$ cat src/rtl/uart_frame_parser.sv
// Frame parser for the uart_rx byte stream: SOF, CMD, LEN, payload, XOR checksum.
// Holds one good frame for the consumer until it is acknowledged.
module uart_frame_parser #(
    parameter logic [7:0] SOF_BYTE       = 8'hA5,
    parameter int         MAX_LEN        = 16,
    parameter int         ADDR_W         = 4,
    parameter int         TIMEOUT_CYCLES = 25000
) (
    input  logic              clk,
    input  logic              rst_n,
    input  logic [7:0]        i_rx_data,
    input  logic              i_rx_valid,
    output logic              o_frame_valid,
    input  logic              i_frame_ack,
    output logic [7:0]        o_frame_cmd,
    output logic [7:0]        o_frame_len,
    input  logic [ADDR_W-1:0] i_rd_addr,
    output logic [7:0]        o_rd_data,
    output logic              o_busy,
    output logic              o_err_chk,
    output logic              o_err_len,
    output logic              o_err_timeout,
    output logic              o_err_overrun
);
    localparam int              TW     = $clog2(TIMEOUT_CYCLES);
    localparam logic [TW-1:0]   T_LAST = TW'(TIMEOUT_CYCLES - 1);

    typedef enum logic [2:0] {
        S_IDLE, S_GET_CMD, S_GET_LEN, S_GET_PAY, S_GET_CHK, S_HOLD
    } state_t;

    state_t            r_state, w_state_next;
    logic [7:0]        r_cmd_sh, w_cmd_sh_next;
    logic [7:0]        r_len_sh, w_len_sh_next;
    logic [7:0]        r_chk, w_chk_next;
    logic [ADDR_W-1:0] r_idx, w_idx_next;
    logic [7:0]        r_frame_cmd, w_frame_cmd_next;
    logic [7:0]        r_frame_len, w_frame_len_next;
    logic              r_frame_valid, w_frame_valid_next;
    logic              r_err_chk, w_err_chk_next;
    logic              r_err_len, w_err_len_next;
    logic              r_err_timeout, w_err_timeout_next;
    logic              r_err_overrun, w_err_overrun_next;
    logic [TW-1:0]     r_tcnt, w_tcnt_next;
    logic              w_buf_we;

    logic [7:0] r_buf [0:(2**ADDR_W)-1];

    always_comb begin
        w_state_next       = r_state;
        w_cmd_sh_next      = r_cmd_sh;
        w_len_sh_next      = r_len_sh;
        w_chk_next         = r_chk;
        w_idx_next         = r_idx;
        w_frame_cmd_next   = r_frame_cmd;
        w_frame_len_next   = r_frame_len;
        w_frame_valid_next = r_frame_valid;
        w_err_chk_next     = 1'b0;
        w_err_len_next     = 1'b0;
        w_err_timeout_next = 1'b0;
        w_err_overrun_next = 1'b0;
        w_tcnt_next        = '0;
        w_buf_we           = 1'b0;

        case (r_state)
            S_IDLE: begin
                if (i_rx_valid && i_rx_data == SOF_BYTE) begin
                    w_chk_next   = 8'h00;
                    w_state_next = S_GET_CMD;
                end
            end
            S_GET_CMD: begin
                if (i_rx_valid) begin
                    w_cmd_sh_next = i_rx_data;
                    w_chk_next    = r_chk ^ i_rx_data;
                    w_state_next  = S_GET_LEN;
                end
            end
            S_GET_LEN: begin
                if (i_rx_valid) begin
                    w_len_sh_next = i_rx_data;
                    w_chk_next    = r_chk ^ i_rx_data;
                    if (i_rx_data > 8'(MAX_LEN)) begin
                        w_err_len_next = 1'b1;
                        w_state_next   = S_IDLE;
                    end else if (i_rx_data == 8'h00) begin
                        w_state_next = S_GET_CHK;
                    end else begin
                        w_idx_next   = '0;
                        w_state_next = S_GET_PAY;
                    end
                end
            end
            S_GET_PAY: begin
                if (i_rx_valid) begin
                    w_buf_we   = 1'b1;
                    w_chk_next = r_chk ^ i_rx_data;
                    w_idx_next = r_idx + 1'b1;
                    if (8'(r_idx) == r_len_sh - 8'd1)
                        w_state_next = S_GET_CHK;
                end
            end
            S_GET_CHK: begin
                if (i_rx_valid) begin
                    if (i_rx_data == r_chk) begin
                        w_frame_cmd_next   = r_cmd_sh;
                        w_frame_len_next   = r_len_sh;
                        w_frame_valid_next = 1'b1;
                        w_state_next       = S_HOLD;
                    end else begin
                        w_err_chk_next = 1'b1;
                        w_state_next   = S_IDLE;
                    end
                end
            end
            S_HOLD: begin
                // A byte arriving while a frame is held is always dropped, even alongside ack.
                w_err_overrun_next = i_rx_valid;
                if (i_frame_ack) begin
                    w_frame_valid_next = 1'b0;
                    w_state_next       = S_IDLE;
                end
            end
            default: w_state_next = S_IDLE;
        endcase

        if (r_state != S_IDLE && r_state != S_HOLD && !i_rx_valid) begin
            if (r_tcnt == T_LAST) begin
                w_err_timeout_next = 1'b1;
                w_state_next       = S_IDLE;
            end else begin
                w_tcnt_next = r_tcnt + 1'b1;
            end
        end
    end

    always_ff @(posedge clk or negedge rst_n) begin
        if (!rst_n) begin
            r_state       <= S_IDLE;
            r_cmd_sh      <= 8'h00;
            r_len_sh      <= 8'h00;
            r_chk         <= 8'h00;
            r_idx         <= '0;
            r_frame_cmd   <= 8'h00;
            r_frame_len   <= 8'h00;
            r_frame_valid <= 1'b0;
            r_err_chk     <= 1'b0;
            r_err_len     <= 1'b0;
            r_err_timeout <= 1'b0;
            r_err_overrun <= 1'b0;
            r_tcnt        <= '0;
        end else begin
            r_state       <= w_state_next;
            r_cmd_sh      <= w_cmd_sh_next;
            r_len_sh      <= w_len_sh_next;
            r_chk         <= w_chk_next;
            r_idx         <= w_idx_next;
            r_frame_cmd   <= w_frame_cmd_next;
            r_frame_len   <= w_frame_len_next;
            r_frame_valid <= w_frame_valid_next;
            r_err_chk     <= w_err_chk_next;
            r_err_len     <= w_err_len_next;
            r_err_timeout <= w_err_timeout_next;
            r_err_overrun <= w_err_overrun_next;
            r_tcnt        <= w_tcnt_next;
        end
    end

    // Payload buffer is not reset so it maps onto plain RAM.
    always_ff @(posedge clk) begin
        if (w_buf_we)
            r_buf[r_idx] <= i_rx_data;
    end

    assign o_rd_data     = r_buf[i_rd_addr];
    assign o_frame_valid = r_frame_valid;
    assign o_frame_cmd   = r_frame_cmd;
    assign o_frame_len   = r_frame_len;
    assign o_busy        = (r_state != S_IDLE);
    assign o_err_chk     = r_err_chk;
    assign o_err_len     = r_err_len;
    assign o_err_timeout = r_err_timeout;
    assign o_err_overrun = r_err_overrun;
endmodule

$ cat config.mk
export PLATFORM = sky130hd
export DESIGN_NAME = uart_frame_parser
export DESIGN_NICKNAME = d
export VERILOG_FILES = /design/src/rtl/uart_frame_parser.sv
export SDC_FILE = /design/constraint.sdc
export NUM_CORES = 1
export LEC_CHECK = 0
export BUFFER_PORTS_ARGS = -buffer_cell sky130_fd_sc_hd__buf_2
export CORE_UTILIZATION = 25
export CTS_CLUSTER_DIAMETER = 30
export DETAILED_ROUTE_END_ITERATION = 8
export GPL_TIMING_DRIVEN = 0
export SYNTH_ARGS = -nofsm -noshare
export SYNTH_HDL_FRONTEND = slang
export SYNTH_SLANG_ARGS = --single-unit
$ cat constraint.sdc
create_clock -name clk -period 3.2 [get_ports clk]
set_clock_uncertainty 0.2 [all_clocks]
set_input_delay 0.16 -clock clk [delete_from_list [all_inputs] [get_ports clk]]
set_output_delay 0.16 -clock clk [all_outputs]
set_load 0.02 [all_outputs]
After elaboration in Yosys (flattened, before gate mapping)
Memories as Yosys holds them, arrays and structs flattened.
Index checks and enable logic that the tools add are counted.
Storage, ports and cells
  register bits: 67
  RAM bits: 128
  input bits: 16
  output and inout bits: 30
  word-level logic and storage cells: 95
  memories kept: 1
Cells by class
  add/subtract/negate cells: 3
  $lt $le $gt $ge: 1
  eq/ne operators: 19
  muxes and demuxes: 40
  bitwise gates (word level): 1
  reduce and logical (&&, ||, !) cells: 17
Memory list
  r_buf: words 16, bits a word 8, rd ports 1, clocked after Yosys merged registers in 0, wr ports 1, RTL line 47  | logic [7:0] r_buf [0:(2**ADDR_W)-1];
Operators with widths (number)
  $mux 3: 12
  $mux 15: 2
  $pmux 3 s6: 1
  $mux 1: 16
  $mux 4: 4
  $mux 8: 2
  $ne 2x2->1 const B: 8
  $pmux 8 s2: 1
  $add 15x1->15 const B: 1
  $eq 15x15->1 const B: 1
  $eq 4x8->1: 1
  $eq 8x8->1: 1
  $eq 8x8->1 const B: 1
  $gt 8x5->1 const B: 1
  $logic_not 8->1: 1
  $pmux 4 s2: 1
  $sub 8x1->8 const B: 1
  $xor 8x8->8: 1
  $eq 3x2->1 const B: 2
  $eq 3x3->1 const B: 2
  $reduce_and 3->1: 2
  $reduce_bool 2->1: 3
  $reduce_and 5->1: 1
  $add 4x1->4 const B: 1
  other kinds (11): 14

Longest topological paths before layout
  depth after elaboration: 7
  gate-level depth with buffers: 7
  mapped depth without buffers: 7

Least setup slack after synthesis
No wires, ideal clock.
  path type: flip-flop to flip-flop
  start: register r_state[1]
  end: memory r_buf[0][0] (enable)
  arrival: 1.826 ns
  required time: 2.617 ns
  slack: 0.790 ns
  stages on the path, launching flop included: 6
  buffers on the path: 1
  clock period less this slack: 2.410 ns
  cells stage by stage: dfrtp_1 -> clkbuf_1 -> nand2_1 -> nor3_1 -> nand2_1 -> nor3_1
On the way
  word-level cells in the longest chain between the ends: 4
RTL lines
  from (decl): RTL line 32  | state_t r_state, w_state_next;
  from (signal assigned): RTL line 153  | r_state <= w_state_next;
  $eq 3x2->1: RTL line 65  | case (r_state)
  $mux 1: RTL line 65
  $mux 1: RTL line 171  | if (w_buf_we)
  $mux 1 (not written as such): RTL line 172  | r_buf[r_idx] <= i_rx_data;
  to (decl): RTL line 47
Every way passes these cells.

Worst setup path after layout
  start: register r_state[1]
  end: memory r_buf[5][1] (enable)
Same word-level chain as after synthesis.

==> flow_metrics.py <==
metrics = {
    "outcome": {
        "outcome": "finished clean",
    },
    "synthesis": {
        "synth_area_um2": 8308,
        "synth_top_cell_by_area": "edfxtp_1",
        "yosysWarnings": 0,
        "avgSynthCellArea_um2": 16.23,
        "synth_top_area_share_pct": 46.27,
        "synthTopCellsByArea": "edfxtp_1 46%, dfrtp_1 20%, mux4_2 11%",
        "synth-edff-count": 128,
        "netlist_instances": 512,
        "synth.distinct_cells": 53,
        "ys_seq_area_share_pct": 66.45,
        "ys_ff_latch": 195,
        "synth_fp_nets": 534,
        "async_reset_ff_share_pct": 34.36,
        "ys.flop_type": "edfxtp_1",
    },
    "finish": {
        "final_common_cell": "edfxtp_1",
        "area_delta_synth_final_pct": 17.03,
        "drive_gt1_share_pct": 28.09,
        "nets": 601,
        "final_cells": 1033,
        "fillers": 3242,
        "layout_common_cells": "128 x edfxtp_1, 67 x dfrtp_1, 47 x buf_2, 41 x nor2_1, 40 x mux4_2",
        "num_antenna_cells": 0,
    },
    "timing": {
        "min_period_ns": 2.928,
        "hold_viol": 0,
        "setup_viol": 0,
        "period_share_pct": 91.49,
        "max_freq_mhz": 341.6,
        "finalHoldWorstSlack_ns": 0.02235,
        "rsz0062_at_grt": "no",
        "drv_slew": 0,
        "max_slew_margin_pct": 43.15,
        "worst_pin_slew_ns": 0.8528,
    },
    "clocking": {
        "insertion_delay_ns": 0.43,
        "clk_pin_slew_worst_paths_ns": 0.07,
        "cts-htree-levels": 4,
        "cts_buffer_depth": 2,
        "cts_setup_buffers": 0,
        "cts_tree": "built",
        "cts_num_sinks": 195,
        "cts_made_buffers": 17,
        "clock-root-buffer": "clkbuf_16",
    },
    "placement": {
        "port_buffers": 42,
        "gp_congestion": 0.8271,
        "placedCellCount": 996,
        "dp_hpwl_um": 11510,
    },
    "grt": {
        "grt_max_degree": 68,
        "grt_pass1_vias": 4596,
        "grt-ovfl-total": 0,
        "antenna_found_initial": 0,
        "grt_usage_pct": 10.93,
        "grt_pass1_wl_um": 27520,
    },
    "floorplanning": {
        "die_y_um": 184.3,
        "die-area_um2": 33960,
        "fp.dieW_um": 184.3,
        "design.core.area_um2": 32620,
        "ios": 46,
        "start_util_pct": 25.47,
        "std_cell_rows": 66,
    },
    "route": {
        "wl_per_cell_um": 16.78,
        "drc": 0,
        "post_drt_via_cell_ratio": 4.460,
        "vias": 4607,
        "dr.pass1.iters": 5,
        "drt-initial-drc-count": 364,
        "ant_nets": 0,
        "wl_um": 17330,
    },
    "pwr": {
        "ir_drop_mv": 0.3381,
        "powerDensity_nw_per_um2": 526.4,
        "p_leak_nw": 3.601,
        "total_power_w": 0.005118,
    },
    "worst_setup_path": {
        "cp-end-kind": "register",
        "crit_path_frequent_cell": "nand2_1",
        "critical-path-slowest-cell": "nor2_1",
        "crit_chain": "clkbuf_1 -> nand2_1 -> nor3_1 -> nand2_1 -> nor2_1",
        "worstSetupPathType": "reg -> reg",
        "crit_required_ns": 3.06,
        "crit_fanout": 10,
        "worst_path_largest_cell_delay_ns": 0.71,
        "start_kind": "register",
        "arrival_ns": 2.79,
    },
    "flow_run": {
        "max-cap-violations": 0,
    },
    "min_path": {
        "hold_class": "in -> reg",
    },
}
==> worst max-delay path, delay by kind of cell, from the launching register on <==
family        cells  cell delay, ns
buf+inv           1            0.32
flops             1            0.35
simple gates      4            1.68
==> report_power, final <==
part	internal, W	switching, W
logic	0.000123	0.000164
clock network	0.00110	0.000994
registers	0.00271	0.0000270
total	0.00393	0.00119
==> cells in the mapped netlist (7+ instances only) <==
master	number
o21ai_0	18
a21o_1	8
nand3_1	10
inv_1	14
edfxtp_1	128
mux2_2	15
xor2_1	9
nand2b_1	7
dfrtp_1	67
mux4_2	40
nor2_1	41
mux2_4	14
nor3b_1	8
nand2_1	23
nor3_1	13
xnor2_1	17
==> final timing paths <==
kind / start / end / slack (ns) / cells after the start
worst min-delay path: i_rx_data[0] / r_len_sh[0] / 0.02 / 3
worst max register to register: r_state[1] / r_buf[5][1] / 0.27 / 5
worst min register to register: o_frame_len[0] / o_frame_len[0] / 0.29 / 2
min in group asynchronous: rst_n / r_cmd_sh[2] / 0.16 / 2
max in group asynchronous: rst_n / r_tcnt[10] / 2.06 / 2
worst max-delay path: r_state[1] / r_buf[5][1] / 0.27 / 5
==> sequential cells by signal (all words and copies together), names as in the netlist <==
register       flops
o_err_chk          1
o_err_len          1
o_err_overrun      1
o_err_timeout      1
o_frame_cmd        8
o_frame_len        8
o_frame_valid      1
r_buf            128
r_chk              8
r_cmd_sh           8
r_idx              4
r_len_sh           8
r_state            3
r_tcnt            15
==> layout make-up <==
cell class                      count  area, µm²  share of cell area, %
Clock inverter                     14      143.9                  1.480
Clock buffer                       17      425.4                  4.375
Sequential cell                   195       5520                  56.78
Tap cell                          442      553.0                  5.688
Buffer                             21      135.1                  1.390
Timing Repair Buffer               48      272.8                  2.805
Multi-Input combinational cell    282       2620                  26.95
Inverter                           14      52.55                 0.5405
==> routing by layer <==
metal	GRT usage, %	vias to the layer above	wire length [µm]
met5	0	-	0
met4	2.500	0	115
met3	2.667	12	775
met2	16.92	121	8077
met1	15.38	2382	8362
li1	-	2092	-
==> logic make-up (layout without fill, tap and decap cells) <==
family	Yosys count	in the layout	synth area share, %
DFF	195	195	66.45
and+or+nand+nor	131	131	8.178
muxes	69	69	15.41
AOI/OAI and AO/OA	49	49	3.871
buffers and inverters	35	114	2.259
xor gates and xnor gates	27	27	2.937
adders and majority gates	6	6	0.9036
==> metrics by stage <==
| stage | worst slack (ns) | util [%] | area, µm² | TNS [ns] |
|---|---|---|---|---|
| after global placement | -0.01713 | 27.81 | 9071 | -0.1324 |
| after floorplan | 0.7903 | - | 8308 | 0 |
| after detailed placement | -0.09304 | 27.82 | 9074 | -1.200 |
| after global routing | 0.02635 | 29.81 | 9723 | 0 |
| after CTS | 0.03477 | 29.79 | 9718 | 0 |
| final | 0.2723 | 29.81 | 9723 | 0 |
==> what timing repair did <==
item | in CTS | in global routing
gates resized for setup | 3 | 1
setup endpoints to repair | 24 | 8
endpoints found under the hold margin | 104 | 0
hold buffers | 6 | 0
Note: power is estimated with default switching activity, not from simulation.
